`src/rtl/sc_stream_decoder.sv`:
```
// Serial unipolar stochastic-to-binary converter: counts the ones in a stream of 2^LOG2_N
// accepted bits and presents the count and a saturated fixed-point probability.
module sc_stream_decoder #(
    parameter int LOG2_N = 14,
    parameter int FRAC_W = 8
) (
    input  logic              clk,
    input  logic              rst,
    input  logic              start,
    input  logic              bit_in,
    input  logic              bit_valid,
    output logic              bit_ready,
    output logic              busy,
    output logic [LOG2_N:0]   ones_count,
    output logic [FRAC_W-1:0] prob_q,
    output logic              result_valid,
    input  logic              result_ready
);

    typedef enum logic [1:0] {
        ST_IDLE,
        ST_ACCUM,
        ST_DONE
    } state_t;

    // The bit counter is all ones exactly when the N-th bit is being accepted.
    localparam logic [LOG2_N-1:0] CNT_LAST = '1;

    state_t              state_q, state_d;
    logic [LOG2_N-1:0]   cnt_q, cnt_d;
    logic [LOG2_N:0]     acc_q, acc_d;
    logic [LOG2_N:0]     ones_q, ones_d;
    logic [FRAC_W-1:0]   prob_q_q, prob_q_d;
    logic [LOG2_N:0]     acc_next;

    // A count of exactly N is the only value with the top bit set; it saturates to all ones.
    function automatic logic [FRAC_W-1:0] sat_quantize(input logic [LOG2_N:0] cnt);
        if (cnt[LOG2_N]) begin
            sat_quantize = '1;
        end else begin
            sat_quantize = cnt[LOG2_N-1 -: FRAC_W];
        end
    endfunction

    assign acc_next = acc_q + (LOG2_N+1)'(bit_in);

    always_comb begin
        state_d  = state_q;
        cnt_d    = cnt_q;
        acc_d    = acc_q;
        ones_d   = ones_q;
        prob_q_d = prob_q_q;
        case (state_q)
            ST_IDLE: begin
                if (start) begin
                    state_d = ST_ACCUM;
                    cnt_d   = '0;
                    acc_d   = '0;
                end
            end
            ST_ACCUM: begin
                if (bit_valid) begin
                    acc_d = acc_next;
                    cnt_d = cnt_q + LOG2_N'(1);
                    if (cnt_q == CNT_LAST) begin
                        state_d  = ST_DONE;
                        ones_d   = acc_next;
                        prob_q_d = sat_quantize(acc_next);
                    end
                end
            end
            ST_DONE: begin
                if (result_ready) begin
                    if (start) begin
                        state_d = ST_ACCUM;
                        cnt_d   = '0;
                        acc_d   = '0;
                    end else begin
                        state_d = ST_IDLE;
                    end
                end
            end
            default: begin
                state_d = ST_IDLE;
            end
        endcase
    end

    always_ff @(posedge clk) begin
        if (rst) begin
            state_q  <= ST_IDLE;
            cnt_q    <= '0;
            acc_q    <= '0;
            ones_q   <= '0;
            prob_q_q <= '0;
        end else begin
            state_q  <= state_d;
            cnt_q    <= cnt_d;
            acc_q    <= acc_d;
            ones_q   <= ones_d;
            prob_q_q <= prob_q_d;
        end
    end

    assign busy         = (state_q == ST_ACCUM);
    assign bit_ready    = (state_q == ST_ACCUM);
    assign result_valid = (state_q == ST_DONE);
    assign ones_count   = ones_q;
    assign prob_q       = prob_q_q;

endmodule

```
`config.mk`:
```
export PLATFORM = sky130hd
export DESIGN_NAME = sc_stream_decoder
export DESIGN_NICKNAME = d
export VERILOG_FILES = /design/src/rtl/sc_stream_decoder.sv
export SDC_FILE = /design/constraint.sdc
export NUM_CORES = 1
export LEC_CHECK = 0
export ABC_AREA = 1
export ABC_CLOCK_PERIOD_IN_PS = 5800
export CAP_MARGIN = 0
export CORE_UTILIZATION = 59
export CTS_CLUSTER_DIAMETER = 100
export DETAILED_ROUTE_END_ITERATION = 10
export HOLD_SLACK_MARGIN = 0.06
export PLACE_DENSITY = 0.84
export SLEW_MARGIN = 5
export SYNTH_ARGS = -nofsm -noshare
export SYNTH_HDL_FRONTEND = slang
export SYNTH_SLANG_ARGS = --single-unit
```
`constraint.sdc`:
```
create_clock -name clk -period 5.8 [get_ports clk]
set_clock_uncertainty 0.15 [all_clocks]
set_input_delay 1.74 -clock clk [delete_from_list [all_inputs] [get_ports clk]]
set_output_delay 1.74 -clock clk [all_outputs]
set_load 0.05 [all_outputs]
```
### After elaboration in Yosys (flattened, before gate mapping)

Cells that the tools add are included.
Widths: inputs -> output; s select.

| word-level totals | value |
|---|---|
| flip-flop bits (word level) | 54 |
| logic and storage cells | 34 |

| cells by class | value |
|---|---|
| add/subtract/negate cells | 2 |
| equality and inequality tests | 7 |
| mux-type cells | 15 |
| reduce and logical (&&, ||, !) cells | 5 |

Operators with widths:

| kind | number |
|---|---|
| $mux 15 | 3 |
| $pmux 15 s3 | 1 |
| $mux 14 | 3 |
| $pmux 14 s3 | 1 |
| $add 15x1->15 | 1 |
| $add 14x1->14 const B | 1 |
| $eq 14x14->1 const B | 1 |
| $mux 2 | 4 |
| $mux 8 | 1 |
| $pmux 2 s3 | 1 |
| $reduce_and 3->1 | 2 |
| $ne 2x1->1 const B | 2 |
| $ne 2x2->1 const B | 2 |
| $reduce_and 4->1 | 1 |
| $reduce_bool 3->1 | 1 |
| $eq 2x1->1 const B | 1 |
| $eq 2x2->1 const B | 1 |
| $logic_not 2->1 | 1 |
| $mux 1 | 1 |

### Longest topological paths before layout

Gate-level depths: netlist (run 1).

| logic depth | value |
|---|---|
| word-level depth | 4 |
| depth in mapped cells | 11 |
| depth with buffers taken out | 11 |

### Worst setup path before layout (run 1)

Ideal clock, no wire load.

| timing path | value |
|---|---|
| path kind | input port to flip-flop |
| from | in bit_in |
| to | reg prob_q_q[3], in the netlist prob_q[3] |
| arrival | 2.883 ns |
| required time | 5.540 ns |
| slack | 2.657 ns |
| cell stages on the path | 9 |
| cells stage by stage | ha_1 ha_1 nand3_1 nor2_1 nand4_1 nand3_4 nand3_1 nand2_1 inv_1 |

| between the ends | value |
|---|---|
| word-level cells in the longest chain between the ends | 2 |

Ends and longest elaborated chain:

| item | RTL line | text |
|---|---|---|
| from (decl) | 10 | `input logic bit_in,` |
| $add 15x1->15 | 45 | `assign acc_next = acc_q + (LOG2_N+1)'(bit_in);` |
| $mux 8 | 38 | `if (cnt[LOG2_N]) begin` |
| to (signal assigned) | 101 | `prob_q_q <= prob_q_d;` |
| to (decl) | 33 | `logic [FRAC_W-1:0] prob_q_q, prob_q_d;` |

No other way between the ends.
A chain may end at the register's enable or synchronous reset.

### Worst setup path after layout (run 1)

| timing path | value |
|---|---|
| from | reg state_q[0] |
| to | out busy |

| between the ends | value |
|---|---|
| word-level cells in the longest chain between the ends | 1 |

Ends and longest elaborated chain:

| item | RTL line | text |
|---|---|---|
| from (decl) | 29 | `state_t state_q, state_d;` |
| from (signal assigned) | 97 | `state_q <= state_d;` |
| $eq 2x1->1 | 105 | `assign busy = (state_q == ST_ACCUM);` |
| to (decl) | 13 | `output logic busy,` |

No other way between the ends.

==> results of run 1 <==
-- worst max-delay path by stage --
stage | to | startpoint
floorplan | prob_q[3] | bit_in
global placement | prob_q[7] | bit_in
detailed placement | prob_q[4] | bit_in
CTS | busy | state_q[0]
global route | busy | state_q[0]
finish | busy | state_q[0]
-- cells in the mapped netlist, drive strengths merged --
| cell type | n |
|---|---|
| a21oi | 33 |
| buf | 7 |
| clkbuf | 4 |
| clkinv | 1 |
| dfxtp | 54 |
| ha | 3 |
| inv | 35 |
| nand2 | 120 |
| nand3 | 28 |
| nand3b | 4 |
| nand4 | 4 |
| nor2 | 55 |
| nor3 | 8 |
| o21a | 1 |
| o21ai | 15 |
| or2 | 1 |
| xnor2 | 2 |
| xor2 | 4 |
-- where the power goes --
| part | total [mW] | switching [mW] | internal [mW] |
|---|---|---|---|
| Combinational | 0.0457 | 0.0330 | 0.0127 |
| Clock | 0.216 | 0.129 | 0.0873 |
| Sequential | 0.374 | 0.00164 | 0.372 |
-- stage by stage --
step / cell area (sq um) / setup WS [ps]
floorplan: 2640 / 2660
global placement: 2950 / 2040
detailed placement: 2950 / 2000
CTS: 3050 / 2070
global route: 3050 / 2000
finish: 3050 / 2080
-- logic make-up (layout without fill, tap and decap cells) --
family | after synthesis | count (layout) | share of synthesized area
and+or+nand+nor | 220 | 220 | 0.381
DFF | 54 | 54 | 0.409
AOI/OAI and AO/OA | 49 | 49 | 0.0951
buffers and inverters | 47 | 76 | 0.0809
xor gates and xnor gates | 6 | 6 | 0.0199
adders and majority gates | 3 | 3 | 0.0142
-- final cells by class --
cell class | count | area, sq um | share of cell area
Timing Repair Buffer | 32 | 318 | 0.104
Sequential cell | 54 | 1080 | 0.355
Tap cell | 50 | 62.6 | 0.0205
Inverter | 36 | 140 | 0.0460
Clock inverter | 3 | 26.3 | 0.00863
Multi-Input combinational cell | 278 | 1350 | 0.443
Clock buffer | 5 | 68.8 | 0.0226
-- state kept, by name, summed over array words and instances (netlist names) --
register / cells
acc_q: 15
cnt_q: 14
ones_count: 15
prob_q: 8
state_q: 2
-- critical path: cells and delay by family, from the launching register on --
| kind | cells | cell delay (ps) |
|---|---|---|
| buffers and inverters | 2 | 950 |
| AND/OR/NAND/NOR | 1 | 160 |
| flip-flops | 1 | 420 |
-- metal layers --
layer  part of all wire  track usage
met1               0.47        0.303
met2               0.47        0.421
met3              0.038       0.0526
met4              0.015       0.0893
met5                  0            0
==> summary.txt, run 1 <==
Synthesis
  – Synth warn: 0
  – Synth top area share: 0.409
  – Avg Cell Area, Syn: about 7 sq um
  – Post-synth top area cell: dfxtp_1
  – Synth Instances: 379
  – Synth area leaders: dfxtp_1 (41%), nand2_1 (16%), nor2_1 (7.0%), a21oi_1 (6.2%), nand3_1 (4.5%)
  – Seq cells post-synth: 54
  – Unique cell type count in the Yosys netlist: 29
  – Syn Nets: about 390
  – Synthesized area: between 2000 and 3000 sq um
  – Sequential area share after synthesis: 0.409

Critical path
  – Worst Path Max Fanout: 5
  – Setup CP Type: reg -> out
  – R2r setup slk: 3870 ps
  – Critical-path top delay cell: clkdlybuf4s50_1
  – Startpoint types: flip-flop
  – Max incr delay on CP: 850 ps
  – Worst r2r path cells: 9
  – Cell Chain, Critical Path: inv_2 -> nor2_4 -> clkdlybuf4s50_1
  – Worst EP required: between 3000 and 4000 ps
  – CP arrival: ~1800 ps
  – Worst flop-to-flop path endpoint: prob_q[7]
  – Worst r2r src: state_q[1]
  – CP endpoint kind: output port

Floorplan
  – Rows: 23
  – Io pins: 32
  – Die extent in x: approximately 70 um
  – Core area: slightly above 4000 sq um
  – Die area: roughly 4800 sq um
  – Starting Density: 0.638
  – Die height: approximately 69 um

Layout
  – Final #Nets: ~420
  – Share of layout cells above drive strength 1: 0.0735
  – Area delta synth->final: 15.2%
  – Core Util, Final: 0.735
  – Non-filler cells in the finished layout: approximately 460
  – Layout fillers: 363
  – N_diodes: 0
  – Most frequent cells in the layout: nand2_1 (115), dfxtp_1 (54), nor2_1 (49)
  – Commonest non-fill, non-tap cell in the layout: nand2_1

Min path
  – HP Start: cnt_q[10]
  – WHS Endpoint: cnt_q[10]
  – WHS Path Cells: 2
  – Worst hold path type: reg -> reg

Routing
  – Number of routed nets with antenna violations: 0
  – TritonRoute pass-1 iters: 4
  – DR WL/cell: about 12 um
  – Vias: 2,401
  – Vias per Instance: approximately 5.2
  – Starting DRT DRC Count: ~130
  – Drc violations: 0
  – Detailed Route WL: 5400 um

Power and ir drop
  – Leakage: 1.21 nW
  – VDD IR max: between 0.0001 and 0.00015 V
  – Final total power: around 0.64 mW
  – PD cells: between 200 and 250 nW/um^2

GRT
  – Gr usage total: 0.247
  – Grt total ovfl: 0
  – Initial antenna violation count: 0
  – Vias in the first global route: ~2,100
  – First-pass GRT wire length: a little under 9000 um
  – Largest net degree at the start of global routing: 29

Placed design
  – Placed insts: 450
  – I/O Buffers: 31
  – Hpwl dp: a little under 4000 um
  – Placer congestion estimate: about 0.86

Run
  – Max-cap viol count: 0

Timing
  – # setup viols final: 0
  – F_max: roughly 270 MHz
  – Unrepaired setup endpoints after global routing: no
  – Min Tclk post-route: between 3000 and 4000 ps
  – Final period util: 0.642
  – Setup TNS: 0 ps
  – Worst slew pin tran: about 570 ps
  – Final Hold Slack: 317 ps
  – Max-slew headroom: 0.620
  – Fin. Hold Viols: 0
  – Max-slew violation count: 0

Clock tree
  – Longest Clk Path Bufs: 2
  – CTS tree: done
  – Setup repair bufs after CTS: 0
  – Cts bufs inserted: 5
  – Post-CTS resize count: 0
  – Post-cts hold buffer count: 0
  – Worst-path clk slew: approximately 100 ps
  – Root buffer cell: clkbuf_8
  – H-tree depth: 2
  – Worst-Skew Late Latency: about 320 ps
  – # clock sinks: 54

Outcome
  – Status: finished clean
Note: power is estimated with default switching activity, not from simulation.
==> run 2: changes to the inputs <==
--- a/config.mk
+++ b/config.mk
@@ -6,13 +6,13 @@
 export NUM_CORES = 1
 export LEC_CHECK = 0
 export ABC_AREA = 1
-export ABC_CLOCK_PERIOD_IN_PS = 5800
+export ABC_CLOCK_PERIOD_IN_PS = 3500
 export CAP_MARGIN = 0
-export CORE_UTILIZATION = 59
+export CORE_UTILIZATION = 55
 export CTS_CLUSTER_DIAMETER = 100
 export DETAILED_ROUTE_END_ITERATION = 10
 export HOLD_SLACK_MARGIN = 0.06
-export PLACE_DENSITY = 0.84
+export PLACE_DENSITY = 0.79
 export SLEW_MARGIN = 5
 export SYNTH_ARGS = -nofsm -noshare
 export SYNTH_HDL_FRONTEND = slang
==> constraint.sdc (replaced) <==
create_clock -name clk -period 3.5 [get_ports clk]
set_clock_uncertainty 0.15 [all_clocks]
set_input_delay 1.05 -clock clk [delete_from_list [all_inputs] [get_ports clk]]
set_output_delay 1.05 -clock clk [all_outputs]
set_load 0.05 [all_outputs]
==> summary.txt, run 2 (synthesis gave the netlist of run 1 again) <==
Routing
  – Vias: between 2,000 and 2,500
  – DR WL/cell: ~12 um
  – Starting DRT DRC Count: between 150 and 200
  – Detailed Route WL: 5730 um
  – Number of routed nets with antenna violations: 0
  – Vias per Instance: 5.37
  – Drc violations: 2
  – TritonRoute pass-1 iters: 9

Layout
  – Most frequent cells in the layout: nand2_1 (115), dfxtp_1 (54), nor2_1 (49)
  – N_diodes: 0
  – Share of layout cells above drive strength 1: 0.0780
  – Commonest non-fill, non-tap cell in the layout: nand2_1
  – Area delta synth->final: 16.6%
  – Finished Cell Area: about 3100 sq um
  – Core Util, Final: 0.689
  – Multi-input logic area: 1350 sq um
  – Reg area: ~1100 sq um
  – Layout fillers: just over 400
  – Non-filler cells in the finished layout: ~460
  – Final #Nets: approximately 420

Timing
  – # setup viols final: 0
  – Fin. Hold Viols: 0
  – Unrepaired setup endpoints after global routing: no
  – F_max: between 300 and 400 MHz
  – Max-slew headroom: 0.648
  – Worst slew pin tran: roughly 530 ps
  – Max-slew violation count: 0
  – Setup TNS: 0 ps
  – Min Tclk post-route: about 3000 ps
  – Final period util: 0.861

Min path
  – Worst hold path type: reg -> reg
  – WHS Path Cells: 2

Floorplan
  – Io pins: 32
  – Starting Density: 0.591
  – Die height: roughly 71 um
  – Rows: 24
  – Die extent in x: 71.3 um
  – Core area: ~4500 sq um
  – Die area: about 5000 sq um

Power and ir drop
  – PD cells: between 300 and 400 nW/um^2
  – Leakage: 1.22 nW
  – VDD IR max: between 0.0002 and 0.0003 V
  – Final total power: 1.12 mW

GRT
  – Initial antenna violation count: 0
  – Grt total ovfl: 0
  – Gr usage total: 0.252
  – First-pass GRT wire length: roughly 10,000 um
  – Largest net degree at the start of global routing: 28
  – Vias in the first global route: approximately 2,300

Placed design
  – Hpwl dp: around 4200 um
  – Placement Cell Area: approximately 3000 sq um
  – Placer congestion estimate: approximately 0.84
  – I/O Buffers: 31
  – Placed insts: 454

Clock tree
  – Worst-path clk slew: 100 ps
  – Post-CTS resize count: 0
  – Longest Clk Path Bufs: 2
  – CTS tree: done
  – Setup repair bufs after CTS: 0
  – # clock sinks: between 50 and 60
  – Cts bufs inserted: 5
  – Worst-Skew Late Latency: between 300 and 400 ps
  – Root buffer cell: clkbuf_8
  – Post-cts hold buffer count: 0
  – H-tree depth: 2

Critical path
  – Critical path depth: 3
  – Setup CP Type: reg -> out
  – Cell Chain, Critical Path: inv_2 -> nor2_4 -> clkdlybuf4s50_1
  – Worst EP required: between 2000 and 2500 ps
  – Worst path bufs/invs: 2
  – Startpoint types: flip-flop
  – CP arrival: ~1800 ps
  – CP endpoint kind: output port
  – Worst Path Max Fanout: 5
  – Max incr delay on CP: ~850 ps
  – Worst r2r path cells: 9
  – Critical-path top delay cell: clkdlybuf4s50_1
  – Critical path's top delay family: buffers and inverters

Run
  – Max-cap viol count: 0

Outcome
  – Status: finished, violations left
  – Failing checks: design-rule violations
run 2: cell count changes in the layout (fill, tap and decap cells not counted), sizes merged:
cell | before | now
clkinv | 4 | 1
buf | 1 | 3
clkinvlp | 0 | 2
bufinv | 0 | 1
run 2: cell type report:
| cell class | instances | area share |
|---|---|---|
| repair buffers | 34 | 0.108 |
| inverters | 36 | 0.0455 |
| flip-flops and latches | 54 | 0.351 |
| clock inverters | 3 | 0.0146 |
| clock buffers | 5 | 0.0223 |
| multi-input cells | 278 | 0.438 |
| well taps | 52 | 0.0211 |
run 2: tightest hold or removal path, cell delays in order (launching register included):
cell     delay (ps)
dfxtp_1         320
nand2_1          60
a21oi_1          50
run 2: stage by stage:
step / setup WS (ps) / hold WS (ps)
after floorplan: 1050 / 288
after global placement: 444 / 299
after detailed placement: 404 / 305
after CTS: 471 / 319
after global routing: 426 / 342
final: 486 / 315
run 2: per-layer routing:
layer	share of wire	GRT usage
met1	0.45	0.320
met2	0.48	0.423
met3	0.046	0.0450
met4	0.016	0.100
met5	0	0
run 2: final timing paths:
check | slack, ps | start | end
setup reg to reg | 1570 | acc_q[0] | prob_q[5]
hold reg to reg | 320 | ones_count[7] | ones_count[7]
setup / recovery | 490 | state_q[0] | busy
hold / removal | 320 | ones_count[7] | ones_count[7]
run 2: power by group:
group          switching, mW  total [mW]  internal [mW]  leakage, nW
Combinational         0.0557      0.0783         0.0226        0.734
Sequential           0.00246       0.619          0.616        0.435
Clock                  0.210       0.423          0.213       0.0504
